==> src/rtl/usb_rx_pkg.sv <==
// usb_rx_pkg
//   Shared definitions for the USB receive path: CRC16 constants, the
//   checker state encoding and the per-bit CRC16 update function. The TX
//   CRC generator uses the same constants and function.
package usb_rx_pkg;

    localparam logic [15:0] CRC16_POLY     = 16'h8005;
    localparam logic [15:0] CRC16_PRESET   = 16'hFFFF;
    // Register value left behind when a good packet, including its inverted
    // CRC field, has been shifted through the LFSR.
    localparam logic [15:0] CRC16_RESIDUAL = 16'h800D;

    localparam int          BIT_COUNT_W    = 14;
    localparam logic [13:0] BIT_COUNT_MAX  = 14'h3FFF;
    localparam logic [13:0] MIN_PKT_BITS   = 14'd16;

    typedef enum logic [1:0] {
        ST_IDLE  = 2'd0,
        ST_ACCUM = 2'd1,
        ST_CHECK = 2'd2,
        ST_DONE  = 2'd3
    } rx_state_t;

    // One serial CRC16 step; bits enter at the top of the register.
    function automatic logic [15:0] crc16_step(input logic [15:0] crc, input logic b);
        logic fb;
        fb = crc[15] ^ b;
        return {crc[14:0], 1'b0} ^ (fb ? CRC16_POLY : 16'h0000);
    endfunction

endpackage

==> src/rtl/crc16_lfsr.sv <==
// crc16_lfsr
//   Serial CRC16 register: combinational next value plus an enable-gated
//   register with a synchronous preset load. Shared between RX and TX.
// Ports:
//   clk     in   clock, rising edge
//   n_rst   in   asynchronous active-low reset (register -> preset)
//   load    in   synchronous preset load, wins over enable
//   enable  in   shift bit_in into the register this cycle
//   bit_in  in   serial input bit
//   crc     out  current register contents
module crc16_lfsr
    import usb_rx_pkg::*;
(
    input  logic        clk,
    input  logic        n_rst,
    input  logic        load,
    input  logic        enable,
    input  logic        bit_in,
    output logic [15:0] crc
);

    logic [15:0] crc_next;

    always_comb begin
        crc_next = crc16_step(crc, bit_in);
    end

    always_ff @(posedge clk or negedge n_rst) begin
        if (!n_rst) begin
            crc <= CRC16_PRESET;
        end else if (load) begin
            crc <= CRC16_PRESET;
        end else if (enable) begin
            crc <= crc_next;
        end
    end

endmodule

==> config.mk <==
export PLATFORM = sky130hd
export DESIGN_NAME = crc16_lfsr
export DESIGN_NICKNAME = d
export VERILOG_FILES = /design/src/rtl/usb_rx_pkg.sv /design/src/rtl/crc16_lfsr.sv
export SDC_FILE = /design/constraint.sdc
export NUM_CORES = 1
export LEC_CHECK = 0
export ABC_AREA = 1
export CORE_MARGIN = 3
export CORE_UTILIZATION = 41
export DETAILED_ROUTE_END_ITERATION = 6
export PLACE_DENSITY = 0.73
export SYNTH_ARGS = -nofsm -noshare
export SYNTH_HDL_FRONTEND = slang
export SYNTH_SLANG_ARGS = --single-unit
==> constraint.sdc <==
create_clock -name clk -period 0.85 [get_ports clk]
set_input_delay 0.085 -clock clk [delete_from_list [all_inputs] [get_ports clk]]
set_output_delay 0.085 -clock clk [all_outputs]
set_load 0.05 [all_outputs]
# Yosys cells after proc, flatten, opt, wreduce, memory -nomap -nowiden
# Cells that the tools add are included.
word_totals:
  register_bits: 16
  inputBits: 5
  out_inout_bits: 16
classes:
  mux: 3
  n_bitwise: 2
  n_reduce_logical: 1
op_table:
  columns: ["cell", "count"]
  rows:
  - ["16-bit two-way mux", 3]
  - ["16-bit XOR", 1]
  - ["2-bit nonzero test", 1]
  - ["1-bit XOR", 1]

# Logic depth before layout (Yosys ltp)
logic_depth:
  word_depth: 5
  mapped_depth: 6
  depth_no_buf: 6

# Least setup slack after synthesis
# Ideal clock, no wire load.
synth_timing:
  kind: "register -> register"
  start: "register crc[15]"
  end: "register crc[2]"
  setup_time_ns: 0.078
  arrival_ns: 1.061
  path_slack_ns: -0.289
  stages_incl_launch_ff: 6
  n_path_buf: 0
  period_less_slack_ns: 1.139
  cell_sequence: "dfstp_2 nand2_1 nand2_1 nand2_1 nand3_1 nand2_1"
synth_between:
  elab_chain_cells: 5
synth_rtl:
  columns: ["element", "line", "text"]
  rows:
  - ["start, declared", "crc16_lfsr.sv:19", "output logic [15:0] crc"]
  - ["start signal, assigned", "crc16_lfsr.sv:34", "crc <= crc_next;"]
  - ["1-bit XOR", "usb_rx_pkg.sv:27", "fb = crc[15] ^ b;"]
  - ["16-bit two-way mux", "usb_rx_pkg.sv:28", "return {crc[14:0], 1'b0} ^ (fb ? CRC16_POLY : 16'h0000);"]
  - ["16-bit XOR", "usb_rx_pkg.sv:28", null]
  - ["16-bit two-way mux", "crc16_lfsr.sv:33", "end else if (enable) begin"]
  - ["16-bit two-way mux", "crc16_lfsr.sv:31", "end else if (load) begin"]
# Every way passes these cells. The select of a mux whose other input is x is not followed.
# A chain may end at the register's enable or synchronous reset.

# Final worst setup path
layout_timing:
  start: "register crc[15]"
  end: "output port crc[15]"
# No word-level cell between the ends.

==> impl_results.html <==
<table>
<tr><th>Metric</th><th>Value</th></tr>
<tr><th colspan="2">Outcome</th></tr>
<tr><td>Outcome</td><td>finished, violations left</td></tr>
<tr><td>Violated checks</td><td>setup timing</td></tr>
<tr><th colspan="2">Yosys</th></tr>
<tr><td>Average cell area after synthesis</td><td>about 11 um2</td></tr>
<tr><td>Synth top area cells</td><td>sky130_fd_sc_hd__dfstp_2 56%, sky130_fd_sc_hd__a22oi_2 17%, sky130_fd_sc_hd__inv_1 7.5%</td></tr>
<tr><td>Syn Std Cell Area</td><td>approximately 750 um2</td></tr>
<tr><td>Most used flip-flop cell after synthesis</td><td>sky130_fd_sc_hd__dfstp_2</td></tr>
<tr><td>Most repeated cell in the gate-level netlist after synthesis</td><td>sky130_fd_sc_hd__dfstp_2</td></tr>
<tr><td>Fraction of registers with async set/reset</td><td>between 90% and 100%</td></tr>
<tr><td>Number of synthesis warnings</td><td>0</td></tr>
<tr><td>Net count of the mapped netlist</td><td>73</td></tr>
<tr><td>Cells after synthesis</td><td>68</td></tr>
<tr><td>Register area share after synthesis</td><td>about 56%</td></tr>
<tr><td>Number of enable flip-flop cells after synthesis</td><td>0</td></tr>
<tr><td>Synth top cells by count</td><td>16 x sky130_fd_sc_hd__dfstp_2, 15 x sky130_fd_sc_hd__inv_1, 10 x sky130_fd_sc_hd__a22oi_2, 10 x sky130_fd_sc_hd__nand2_1, 4 x sky130_fd_sc_hd__nand3_1</td></tr>
<tr><td>Dominant cell type by area after synthesis</td><td>sky130_fd_sc_hd__dfstp_2</td></tr>
<tr><td>Number of storage elements in the synthesis netlist</td><td>16</td></tr>
<tr><td>Number of library cell types mapped by synthesis</td><td>12</td></tr>
<tr><td>Share of Yosys cell area claimed by the top area cell type</td><td>between 50% and 60%</td></tr>
<tr><th colspan="2">Clock tree</th></tr>
<tr><td>Clk sink count</td><td>16</td></tr>
<tr><td>Number of H-tree levels</td><td>1</td></tr>
<tr><td>TritonCTS buffer count</td><td>3</td></tr>
<tr><td>Clock edge transition at the registers on the reported setup and hold paths</td><td>roughly 0.11 ns</td></tr>
<tr><td>Clock network latency to the later pin of the worst-skew pair</td><td>around 0.3 ns</td></tr>
<tr><td>Clock tree from TritonCTS</td><td>yes</td></tr>
<tr><td>Clk root buf</td><td>sky130_fd_sc_hd__clkbuf_4</td></tr>
<tr><td>Number of buffers between clock root and the deepest sink</td><td>2</td></tr>
<tr><th colspan="2">Routing</th></tr>
<tr><td>Average vias per placed instance</td><td>roughly 5.0</td></tr>
<tr><td>Mean routed wirelength per cell</td><td>16.49 um</td></tr>
<tr><td>Routed Antenna Nets</td><td>0</td></tr>
<tr><td>Iteration-0 DRC count of the detailed router</td><td>11</td></tr>
<tr><td>First-pass iteration count of the detailed router</td><td>4</td></tr>
<tr><td>Remaining DRCs</td><td>0</td></tr>
<tr><td>Detailed-route wire length</td><td>between 2 and 2.5 mm</td></tr>
<tr><td>Via Count</td><td>between 600 and 700</td></tr>
<tr><th colspan="2">Power and ir drop</th></tr>
<tr><td>Max VDD drop</td><td>between 1500 and 2000 uV</td></tr>
<tr><td>Ratio of total power to cell area</td><td>about 1200 nW/um2</td></tr>
<tr><td>Static leakage</td><td>approximately 0.00069 uW</td></tr>
<tr><td>Total chip power</td><td>1729 uW</td></tr>
<tr><th colspan="2">STA</th></tr>
<tr><td>Total negative setup slack</td><td>-6.343 ns</td></tr>
<tr><td>Count of pins over their slew limit</td><td>0</td></tr>
<tr><td>Slew margin rel.</td><td>around nine tenths</td></tr>
<tr><td>Worst-case clock skew</td><td>between 0.007 and 0.008 ns</td></tr>
<tr><td>Hold_ws</td><td>0.2953 ns</td></tr>
<tr><td>Peak Freq</td><td>about 810 MHz</td></tr>
<tr><td>Hold violation total from the final report</td><td>0</td></tr>
<tr><td>Shortest clock period the worst path allows after layout</td><td>approximately 1.2 ns</td></tr>
<tr><td>Setup violation total in the final timing report</td><td>32</td></tr>
<tr><td>Period Utilization, post-route</td><td>144.5%</td></tr>
<tr><td>Unrepaired setup endpoints after global routing</td><td>true</td></tr>
<tr><td>PnR worst setup slack</td><td>-0.3784 ns</td></tr>
<tr><td>Tightest Pin Transition</td><td>between 0.15 and 0.2 ns</td></tr>
<tr><th colspan="2">Cells and area</th></tr>
<tr><td>Post-synthesis to final-layout area growth</td><td>95.32%</td></tr>
<tr><td>Largest registers</td><td>crc x16</td></tr>
<tr><td>Fraction of layout instances using a drive strength above 1</td><td>a little under nine tenths</td></tr>
<tr><td>Number of antenna diodes</td><td>0</td></tr>
<tr><td>Final Net Count</td><td>121</td></tr>
<tr><td>Largest reg by FF count</td><td>crc</td></tr>
<tr><td>Largest register FFs</td><td>16</td></tr>
<tr><td>Non-filler instance count after layout</td><td>roughly 140</td></tr>
<tr><th colspan="2">Worst hold path</th></tr>
<tr><td>Hold/Removal Path Class</td><td>in2async</td></tr>
<tr><th colspan="2">Floorplan</th></tr>
<tr><td>Die Y</td><td>48.72 um</td></tr>
<tr><td>I/O pin count</td><td>21</td></tr>
<tr><td>Core region area</td><td>around 1600 um2</td></tr>
<tr><td>Die area</td><td>around 2400 um2</td></tr>
<tr><td>Floorplan die width</td><td>approximately 50 um</td></tr>
<tr><td>Row cnt</td><td>14</td></tr>
<tr><td>Initial cell density of the core</td><td>46.43%</td></tr>
<tr><th colspan="2">Critical path</th></tr>
<tr><td>Startpoint of the worst-slack reg-to-reg timing path</td><td>crc[15]$_DFFE_PN1P_</td></tr>
<tr><td>Worst Setup End Kind</td><td>primary output</td></tr>
<tr><td>Startpoint-to-endpoint class of the critical path</td><td>reg2out</td></tr>
<tr><td>Reg-to-reg critical path endpoint</td><td>crc[2]$_DFFE_PN1P_</td></tr>
<tr><td>Slack of the worst reg-to-reg path</td><td>-0.36 ns</td></tr>
<tr><td>Worst EP required</td><td>0.76 ns</td></tr>
<tr><td>Startpoint type of the worst setup path</td><td>register</td></tr>
<tr><td>Data arrival time at the worst-slack endpoint</td><td>~1.1 ns</td></tr>
<tr><td>Depth of the worst register-to-register path</td><td>6</td></tr>
<tr><td>Critical path fanouts, max</td><td>2</td></tr>
<tr><th colspan="2">GRT</th></tr>
<tr><td>Total gr overflow</td><td>0</td></tr>
<tr><td>Pin count of the biggest net entering global routing</td><td>17</td></tr>
<tr><td>Global-route usage over all layers</td><td>between 10% and 20%</td></tr>
<tr><td>Via count of the first global-routing pass</td><td>between 700 and 800</td></tr>
<tr><td>First-pass GRT wire length</td><td>approximately 3.4 mm</td></tr>
<tr><td>Number of antenna violations at the first check in global routing</td><td>0</td></tr>
<tr><th colspan="2">Place</th></tr>
<tr><td>Quantity of I/O buffers inserted on ports</td><td>20</td></tr>
<tr><td>DP Cell Count</td><td>~120</td></tr>
<tr><td>Half-perimeter wire length of the detailed placement result</td><td>1.132 mm</td></tr>
<tr><td>GP Congestion</td><td>between 0.7 and 0.8</td></tr>
<tr><th colspan="2">Run</th></tr>
<tr><td>Max capacitance violation total</td><td>0</td></tr>
</table>
[per-layer routing]
metal / up-vias / wire [um] / track usage, %
met1: 337 / 867 / 19.53
met4: 0 / 114 / 17.06
met5: - / 0 / 0
li1: 315 / - / -
met2: 34 / 1200 / 34.16
met3: 10 / 110 / 3.067
[power breakdown]
part,internal [uW],switching (uW),leakage (uW)
clock network,261,270,0.0000210
registers,796,18.6,0.000169
logic,183,200,0.000504
[repair_timing]
action / CTS / global route
hold buffers: 0 / 0
pin swaps: 2 / 4
gates cloned: 0 / 0
endpoints found under the hold margin: 0 / 0
buffers inserted: 17 / 4
setup endpoints to repair: 32 / 32
resized for setup: 12 / 11
[layout by cell type, fill, tap and decap left out, types with 2 or more instances in the layout]
cell / Yosys / routed
sky130_fd_sc_hd__a21oi_1: 2 / 2
sky130_fd_sc_hd__a22oi_2: 10 / 13
sky130_fd_sc_hd__buf_12: 0 / 19
sky130_fd_sc_hd__buf_4: 0 / 14
sky130_fd_sc_hd__buf_6: 2 / 8
sky130_fd_sc_hd__clkbuf_4: 0 / 3
sky130_fd_sc_hd__clkdlybuf4s50_1: 0 / 2
sky130_fd_sc_hd__dfstp_2: 16 / 15
sky130_fd_sc_hd__dlygate4sd2_1: 0 / 2
sky130_fd_sc_hd__inv_2: 2 / 12
sky130_fd_sc_hd__inv_4: 0 / 4
sky130_fd_sc_hd__nand2_1: 10 / 7
sky130_fd_sc_hd__nand2_2: 0 / 2
sky130_fd_sc_hd__nand3_1: 4 / 3
[how the worst max path moves through the flow]
| stage | endpoint | cells past startpoint | startpoint |
|---|---|---|---|
| floorplan | crc[2]$_DFFE_PN1P_ | 6 | crc[15]$_DFFE_PN1P_ |
| global placement | crc[11]$_DFFE_PN1P_ | 3 | load |
| detailed placement | crc[11]$_DFFE_PN1P_ | 3 | load |
| CTS | crc[15] | 2 | crc[15]$_DFFE_PN1P_ |
| global route | crc[2]$_DFFE_PN1P_ | 6 | crc[15]$_DFFE_PN1P_ |
| finish | crc[15] | 2 | crc[15]$_DFFE_PN1P_ |
[cell families (layout without fill, tap and decap cells)]
| group | Yosys count | after routing | share of synthesized area (%) |
|---|---|---|---|
| buffers and inverters | 19 | 66 | 11.54 |
| DFF | 16 | 16 | 56.19 |
| AOI/OAI and AO/OA | 16 | 16 | 22.24 |
| and+or+nand+nor | 17 | 17 | 10.03 |
[critical path, cell delays in order, from the launching register on]
cell,delay [ns]
sky130_fd_sc_hd__dfstp_4,0.63
sky130_fd_sc_hd__buf_6,0.10
sky130_fd_sc_hd__buf_12,0.12
[stage by stage]
step           setup WS [ns]  util [%]  instance area [um2]
6_report             -0.3784     90.68                 1461
5_1_grt              -0.4472     90.68                 1461
4_1_cts              -0.3882     87.42                 1409
3_5_place_dp         -0.6383     74.15                 1195
3_3_place_gp         -0.5747     74.15                 1195
2_1_floorplan        -0.2411         -                757.0
[layout make-up]
type	count	area (um2)
multi-input combinational	33	284.0
clock buffer	4	36.28
sequential	16	424.2
fill	61	150.1
inverter	17	73.82
timing repair buffer	45	613.1
tap	24	30.03
(Power assumes the default switching activity.)
